`src/rtl/dds_spi_pkg.sv`:
```
// Shared definitions for the AD9951 serial-port read and write paths:
// controller state encoding, instruction-byte layout and its builder.
package dds_spi_pkg;

   localparam logic DDS_READ_FLAG = 1'b1;
   localparam int   DDS_ADDR_W    = 5;

   typedef enum logic [2:0] {
      IDLE   = 3'd0,
      ALIGN  = 3'd1,
      INSTR  = 3'd2,
      DATA   = 3'd3,
      STOP   = 3'd4,
      FINISH = 3'd5
   } dds_state_e;

   // Instruction byte: R/W flag, two reserved zero bits, register address.
   function automatic logic [7:0] dds_instr(input logic rw, input logic [DDS_ADDR_W-1:0] addr);
      return {rw, 2'b00, addr};
   endfunction

endpackage

```
`src/rtl/spi_clk_tick.sv`:
```
// Free-running 2-bit divider giving the SPI clock phase and the cycle
// before each rsclk rising/falling edge, shared by both DDS directions.
module spi_clk_tick (
   input  logic clk,
   input  logic reset,
   output logic sclk_phase_o,
   output logic rise_tick_o,
   output logic fall_tick_o
);

   logic [1:0] div_q;

   always_ff @(posedge clk) begin
      if (reset) begin
         div_q <= 2'd0;
      end else begin
         div_q <= div_q + 2'd1;
      end
   end

   assign sclk_phase_o = div_q[1];
   assign rise_tick_o  = (div_q == 2'd1);
   assign fall_tick_o  = (div_q == 2'd3);

endmodule

```
`src/rtl/dds_register_reader.sv`:
```
// AD9951 register read-back: sends a read instruction, releases SDIO and
// shifts in 1..MAXLENGTH bytes MSB-first, returned right-aligned.
module dds_register_reader
   import dds_spi_pkg::*;
#(
   parameter int LENGTH_BIT_COUNT = 3,
   parameter int MAXLENGTH        = 7,
   parameter int MAXLENGTH8       = MAXLENGTH * 8
) (
   input  logic                        clk50MHz,
   input  logic                        reset,
   input  logic                        Read_Start,
   input  logic [DDS_ADDR_W-1:0]       Read_Addr,
   input  logic [LENGTH_BIT_COUNT-1:0] Read_Bytes,
   output logic                        Read_Busy,
   output logic [MAXLENGTH8-1:0]       Read_Data,
   output logic                        Read_Data_Valid,
   output logic                        rsclk,
   output logic                        rcsbar,
   output logic                        rsdio_out,
   output logic                        rsdio_oe,
   input  logic                        rsdio_in
);

   localparam int CNT_W = LENGTH_BIT_COUNT + 3;

   logic sclk_phase, rise_tick, fall_tick;

   spi_clk_tick u_tick (
      .clk          (clk50MHz),
      .reset        (reset),
      .sclk_phase_o (sclk_phase),
      .rise_tick_o  (rise_tick),
      .fall_tick_o  (fall_tick)
   );

   dds_state_e                  state_q;
   logic [7:0]                  instr_q;
   logic [LENGTH_BIT_COUNT-1:0] bytes_m1_q;
   logic [CNT_W-1:0]            bitcnt_q;
   logic [MAXLENGTH8-1:0]       shreg_q;
   logic [MAXLENGTH8-1:0]       data_q;
   logic                        rcsbar_q, sdio_out_q, sdio_oe_q, busy_q, valid_q;

   always_ff @(posedge clk50MHz) begin
      if (reset) begin
         state_q    <= IDLE;
         instr_q    <= 8'd0;
         bytes_m1_q <= '0;
         bitcnt_q   <= '0;
         shreg_q    <= '0;
         data_q     <= '0;
         rcsbar_q   <= 1'b1;
         sdio_out_q <= 1'b0;
         sdio_oe_q  <= 1'b0;
         busy_q     <= 1'b0;
         valid_q    <= 1'b0;
      end else begin
         valid_q <= 1'b0;
         unique case (state_q)
            IDLE: begin
               if (Read_Start) begin
                  busy_q     <= 1'b1;
                  instr_q    <= dds_instr(DDS_READ_FLAG, Read_Addr);
                  bytes_m1_q <= Read_Bytes - LENGTH_BIT_COUNT'(1);
                  shreg_q    <= '0;
                  state_q    <= (Read_Bytes == '0) ? FINISH : ALIGN;
               end
            end
            // Select and first bit change together with rsclk low, so the
            // first rising edge lands two cycles after rcsbar falls.
            ALIGN: begin
               if (fall_tick) begin
                  rcsbar_q   <= 1'b0;
                  sdio_oe_q  <= 1'b1;
                  sdio_out_q <= instr_q[7];
                  bitcnt_q   <= CNT_W'(7);
                  state_q    <= INSTR;
               end
            end
            INSTR: begin
               if (fall_tick) begin
                  if (bitcnt_q != '0) begin
                     sdio_out_q <= instr_q[6];
                     instr_q    <= {instr_q[6:0], 1'b0};
                     bitcnt_q   <= bitcnt_q - CNT_W'(1);
                  end else begin
                     // 8*bytes-1 without a multiplier: {bytes-1, 3'b111}
                     sdio_oe_q <= 1'b0;
                     bitcnt_q  <= {bytes_m1_q, 3'b111};
                     state_q   <= DATA;
                  end
               end
            end
            DATA: begin
               if (rise_tick) begin
                  shreg_q <= {shreg_q[MAXLENGTH8-2:0], rsdio_in};
                  if (bitcnt_q == '0) begin
                     state_q <= STOP;
                  end else begin
                     bitcnt_q <= bitcnt_q - CNT_W'(1);
                  end
               end
            end
            STOP: begin
               if (fall_tick) begin
                  rcsbar_q <= 1'b1;
                  state_q  <= FINISH;
               end
            end
            FINISH: begin
               data_q  <= shreg_q;
               valid_q <= 1'b1;
               busy_q  <= 1'b0;
               state_q <= IDLE;
            end
            default: state_q <= IDLE;
         endcase
      end
   end

   // Select only toggles on the edge where the divider returns to 0,
   // i.e. while the phase bit is low, so the gated clock cannot glitch.
   assign rsclk           = sclk_phase & ~rcsbar_q;
   assign rcsbar          = rcsbar_q;
   assign rsdio_out       = sdio_out_q;
   assign rsdio_oe        = sdio_oe_q;
   assign Read_Busy       = busy_q;
   assign Read_Data       = data_q;
   assign Read_Data_Valid = valid_q;

endmodule

```
`config.mk`:
```
export PLATFORM = sky130hd
export DESIGN_NAME = dds_register_reader
export DESIGN_NICKNAME = d
export VERILOG_FILES = /design/src/rtl/dds_spi_pkg.sv /design/src/rtl/spi_clk_tick.sv /design/src/rtl/dds_register_reader.sv
export SDC_FILE = /design/constraint.sdc
export NUM_CORES = 1
export LEC_CHECK = 0
export ABC_AREA = 1
export CAP_MARGIN = 15
export CORE_MARGIN = 2
export CORE_UTILIZATION = 54
export DETAILED_ROUTE_END_ITERATION = 7
export PLACE_DENSITY = 0.84
export SLEW_MARGIN = 10
export SYNTH_ARGS = -nofsm -noshare
export SYNTH_HDL_FRONTEND = slang
export SYNTH_SLANG_ARGS = --single-unit
```
`constraint.sdc`:
```
create_clock -name clk50MHz -period 1.8 [get_ports clk50MHz]
set_input_delay 0.36 -clock clk50MHz [delete_from_list [all_inputs] [get_ports clk50MHz]]
set_output_delay 0.36 -clock clk50MHz [all_outputs]
set_load 0.05 [all_outputs]
```
==> results.toml, run 1 <==
[run]
cap_violations = 0

[placed_design]
place_worst_setup_slack_ns = -0.00716
dp_hpwl_um = 7670
place.port_buffers = 73
gp_congestion = 0.923

[clock_network]
cts_buffers = 17
root_buffer = "clkbuf_8"
cts_tree = "built"
cts.sinks = 139
htree_levels = 4
clockBufferDepth = 2
path_clk_slew_ns = 0.06
clk_latency_ns = 0.51

[yosys]
synthMuxAreaShare_pct = 0
ys_seq_elements = 139
seq_area_frac_synth_pct = 50.4
syn_area_per_cell_sq_um = 7.63
yosys_warnings = 0
yosysMostFrequentCell = "dfxtp_1"
synth_top_area_share_pct = 50.4
yosys.area_share.xor_xnor_pct = 0.159
synth-compound-area-share_pct = 18.1
synth_top_family_by_area = "simple AND/OR/NAND/NOR gates"
yosys.area.top_type = "dfxtp_1"
yosys-top-cells-area = "dfxtp_1 (50%), a21oi_1 (12%), nand3_1 (11%)"
synthAdderAreaFrac_pct = 1.13
synth_edf_count = 0
ys_types = 24
syn-num-nets = 740
synthCells = 723
synth-main-ff-cell = "dfxtp_1"
synthSimpleGateAreaFrac_pct = 20.0
async_reset_ff_share_pct = 0
synth_commonest_cells = "dfxtp_1 (139), a21oi_1 (130), nand3_1 (125)"
syn_area_sq_mm = 0.00552

[drt]
wl_per_cell_um = 13.2
routed_wirelength_um = 12200
vias = 5036
routed_via_density = 5.44
dr.first_iter.drc_count = 347
dr.pass1.iters = 7
drc = 0
antenna_left = 0

[sta]
setup_ws_ns = 0.150
setup_viol_count_final = 0
worst_clock_skew_ns = 0.00569
rsz0062_at_grt = "false"
tightest_slew_ns = 0.370
final.period_utilization_pct = 91.7
maxSlewHeadroom_pct = 75.3
slew_viol_final = 0
hold_viol = 0
fmax_ghz = 0.606
fin_crit_ns = 1.65

[pwr]
fin_total_pwr_mw = 8.52
power_density_mw_per_mm2 = 1240
peakVddDrop_v = 0.000758
p_leak_nw = 2.63

[setup_path]
critPathCaptureType = "flip-flop"
start_kind = "flip-flop"
cp.arrival_ns = 2.06
critPathKind = "flip-flop to flip-flop"
cp.required_ns = 2.21
cp_max_fo = 6

[die]
dieArea_sq_mm = 0.0110
start_util_pct = 55.9
coreArea_sq_mm = 0.00986
io_pins = 74
fp-row-count = 36
die_w_um = 105
die_y_um = 105

[min_path]
hold_path.class = "input port to flip-flop"

[finish]
drive_gt1_share_pct = 16.3
antennaDiodeCount = 0
num-fill-cells = 763
final_nets = 798
syn2layout_area_growth_pct = 24.0

[grt]
overflow = 0
grtUsageTotal_pct = 22.8
grt_max_degree = 74
grt_pass1_wl_um = 20900
grt_pass1_vias = 4694
antenna_found_initial = 0

[run_status]
status = "complete, no violations"
## routing by layer
layer	track usage [%]	vias up	routed length, um
met2	38.8	154	6070
met3	5.36	26	581
li1	-	2523	-
met1	27.9	2333	5320
met4	8.57	0	228
met5	0	-	0
## cell usage in the layout (no fill, tap or decap), drive strengths merged, types with 10 or more instances in the layout
cell type	Yosys	final
nand3	125	125
o21ai	68	68
dfxtp	139	139
clkbuf	33	18
nand2	74	74
nor2	37	37
buf	21	83
clkdlybuf4s50	0	10
a21oi	130	130
inv	79	80
## worst paths after layout
kind,slack [ns],endpoint,cells after the start,start
setup / recovery,0.15,bitcnt_q[4],10,bitcnt_q[0]
hold / removal,0.32,instr_q[0],3,reset
setup reg to reg,0.15,bitcnt_q[4],10,bitcnt_q[0]
hold reg to reg,0.44,Read_Data[19],2,Read_Data[19]
## kinds of logic (layout without fill, tap and decap cells)
group	count (synthesis)	in the layout
compound gates	199	199
xor+xnor	1	1
buf+inv	134	203
fa+ha+maj	5	5
flops	139	139
simple gates	245	245
## power breakdown
group / internal, mW / total, mW / switching (mW)
Clock: 2.26 / 3.51 / 1.25
Sequential: 3.25 / 3.39 / 0.133
Combinational: 0.511 / 1.62 / 1.11
Total: 6.03 / 8.52 / 2.49
## final cells by class
cell class	count	area [sq um]	area share [%]
sequential	139	2790	40.7
inverter	80	300	4.39
timing repair buffer	93	787	11.5
clock buffer	18	428	6.25
multi-input combinational	450	2210	32.2
clock inverter	12	173	2.52
tap	133	166	2.43
## through the flow
step / cells / area (sq um) / utilization, % / TNS, ns / hold slack, ns
after global routing: 925 / 6850 / 69.4 / 0 / 0.332
after floorplan: 723 / 5520 / - / 0 / 0.420
final: 925 / 6850 / 69.4 / 0 / 0.323
after CTS: 925 / 6830 / 69.2 / 0 / 0.315
after global placement: 895 / 6230 / 63.1 / 0 / 0.431
after detailed placement: 895 / 6230 / 63.1 / -0.00716 / 0.438
## what timing repair did
| action | 4_1_cts | 5_1_grt |
|---|---|---|
| buffers inserted | 0 | 0 |
| hold buffers | 0 | 0 |
| gates resized for setup | 0 | 6 |
| setup endpoints to repair | 0 | 42 |
## critical path, stage by stage (launching register included)
cell,delay [ns]
dfxtp_1,0.35
inv_1,0.11
ha_1,0.26
nand2_1,0.10
nor2_1,0.07
nand2_1,0.12
nand2_1,0.09
nor2_2,0.24
nand2_1,0.08
nand2_1,0.08
nor2_1,0.04
## flip-flops by register name, summed over array words and instances, names as in the netlist
register and count:
instr_q 8, rsdio_oe 1, rsdio_out 1, Read_Busy 1
rcsbar 1, bytes_m1_q 3, state_q 3, Read_Data_Valid 1
Read_Data 56, u_tick.div_q 2, bitcnt_q 6, shreg_q 56
(Power assumes the default switching activity.)
==> run 2: changes to the inputs <==
--- a/config.mk
+++ b/config.mk
@@ -9,6 +9,7 @@
 export CAP_MARGIN = 15
 export CORE_MARGIN = 2
 export CORE_UTILIZATION = 54
+export CTS_CLUSTER_SIZE = 24
 export DETAILED_ROUTE_END_ITERATION = 7
 export PLACE_DENSITY = 0.84
 export SLEW_MARGIN = 10
==> results of run 2 <==
Final layout, timing and power as in run 1 (identical DEF).
==> run 3: changes to the inputs <==
--- a/config.mk
+++ b/config.mk
@@ -6,7 +6,6 @@
 export NUM_CORES = 1
 export LEC_CHECK = 0
 export ABC_AREA = 1
-export CAP_MARGIN = 15
 export CORE_MARGIN = 2
 export CORE_UTILIZATION = 54
 export CTS_CLUSTER_SIZE = 24
==> results of run 3 <==
Final layout, timing and power as in run 1 (identical DEF).
==> RTL change: new RTL, flow settings as in run 2 <==
Reset style: asynchronous (`reset`), changed in 2 clocked blocks.
--- a/src/rtl/spi_clk_tick.sv
+++ b/src/rtl/spi_clk_tick.sv
@@ -12,3 +12,3 @@
 
-   always_ff @(posedge clk) begin
+   always_ff @(posedge clk or posedge reset) begin
       if (reset) begin
--- a/src/rtl/dds_register_reader.sv
+++ b/src/rtl/dds_register_reader.sv
@@ -44,3 +44,3 @@
 
-   always_ff @(posedge clk50MHz) begin
+   always_ff @(posedge clk50MHz or posedge reset) begin
       if (reset) begin
Formal check against the unedited RTL: differs if reset is asserted again (counterexample within 4 cycles, from zero or initial values and one cycle with reset high); with reset held inactive, the same outputs for 10 cycles.
==> RTL change against run 2 <==
Total power grew 17%; via count shrank 8.5%; combinational power grew 59%; sequential share of layout area grew 7.8 points; critical endpoint is now shreg_q[19]; setup slack lost 0.095 ns; hold slack lost 0.0082 ns; design area grew 4.8%; critical path type unchanged; area after synthesis grew 4.9%; sequential cell count is the same; synthesized cell count shrank 12%; routed wire length grew 4.1%; non-clock buffer count shrank 8.
==> RTL change: results (changes against run 2) <==
stage,metric,value,unit,change
run_status,status,"complete, no violations",,
layout,multi_input_area,1830,µm²,-17%
route,dr_wl_met2,6.28,mm,+3.5%
setup_path,rrSetupSlack,0.05,ns,-0.10 ns
grt,grt_usage,0.227,,-0.000725
layout,multi_input_gates,381,,-15%
layout,nNonClkBuffers,85,,-8.6%
route,routed_via_density,5.39,,-1.1%
grt,met3_usage,0.0490,,-0.00462
grt,grt_pass1_vias,4508,,-4.0%
setup_path,startpoint,state_q[0],,
place,globalplace.congestion,0.821,,-11%
synth,synth_fp_nets,651,,-12%
place,dp_slack,0.106,ns,+0.113 ns
route,drt_iter0_markers,327,,-5.8%
layout,seqCellArea,3480,µm²,+25%
setup_path,timing.rr.end,shreg_q[19],,
layout,clkCellAreaFrac,0.0886,,+0.000844
grt,grt_pass1_wl,20.7,mm,-0.86%
place,dp_hpwl,7.62,mm,-0.72%
place,dpl-instance-area,6500,µm²,+4.4%
setup_path,r2r_start,state_q[0],,
route,wl_met3,740,µm,+27%
synth,async_flop_share,1.00,,+1.00
synth,yosys.area.top_type,dfrtp_1,,
sta,max_slew_margin,0.646,,-0.107
worst_hold_path,hp-class,in2async,,
layout,nNonClkInverters,83,,+3.8%
setup_path,rr_worst_depth,8,,-2
grt,met1_usage,0.311,,+0.0323
synth,yosysUniqueCellTypes,28,,+17%
setup_path,cpPeakStageDelay,0.46,ns,+0.11 ns
grt,use_met2,0.355,,-0.0329
clocking,clockBufferDepth,2,,unchanged
setup_path,cp_slowest_cell,dfrtp_1,,
synth,synth_area_leaders,"dfrtp_1 60%, nand2_1 9.2%, o21ai_0 8.0%",,
layout,final-nonclk-buf-share,0.104,,-0.0110
synth,synth_common_cells,"142 x nand2_1, 138 x dfrtp_1, 93 x o21ai_0",,
setup_path,crit_arrival,2.15,ns,+0.09 ns
floorplanning,design.core.area,10400,µm²,+5.1%
route,maxUsedRoutingLayer,met4,,
place,port_buffers,73,,unchanged
layout,nNetsFinal,724,,-9.3%
setup_path,crit_fanout,30,,+24
route,wl_per_cell,14.8,µm,+12%
synth,ys_seq_area_frac,0.601,,+0.0970
-- RTL change: changes by cell type in the layout (fill, tap and decap cells not counted), sizes merged, moves of 2 or more --
cell,run 2,this run
dfrtp,0,138
nand4,5,1
nand2,74,146
clkinv,6,1
dfxtp,139,0
or2,2,0
nand3,125,73
nor2,37,21
buf,83,73
a21oi,130,3
clkinvlp,2,4
inv,80,88
o21ai,68,123
-- RTL change: power by group --
group | switching, mW | total (mW) | internal [mW] | leakage, nW
Clock | 1.44 | 3.76 | 2.33 | 0.304
Combinational | 1.81 | 2.58 | 0.775 | 1.25
Sequential | 0.218 | 3.61 | 3.39 | 1.90
-- RTL change: per-stage QoR --
step                      power (mW)  hold slack (ns)  TNS [ns]  instances   util
after floorplan                 5.51            0.423    -40.61        634      -
after global placement          5.94            0.438         0        823  0.627
after detailed placement        6.06            0.450         0        823  0.627
after CTS                       9.83            0.327         0        855  0.688
after global routing            10.4            0.341    -0.391        856  0.692
final                           9.96            0.314         0        856  0.692
-- RTL change: worst max path at each step --
stage / end / depth (start not counted) / slack [ns]
global route: shreg_q[28] / 8 / -0.05
finish: shreg_q[19] / 8 / 0.05
floorplan: Read_Busy / 1 / -0.29
detailed placement: shreg_q[22] / 6 / 0.11
CTS: shreg_q[41] / 8 / 0.03
global placement: shreg_q[17] / 6 / 0.15
-- RTL change: kinds of logic after synthesis --
logic type / Yosys count / share of synthesized area
flip-flops: 139 / 0.601
AND/OR/NAND/NOR: 246 / 0.186
buffers and inverters: 114 / 0.0865
AO/OA/AOI/OAI: 129 / 0.114
adder cells (fa/ha/maj): 5 / 0.0108
XOR/XNOR: 1 / 0.00151
-- RTL change: what timing repair did --
item	4_1_cts	5_1_grt
resized for setup	0	3
setup endpoints to repair	0	38
hold buffers	0	0
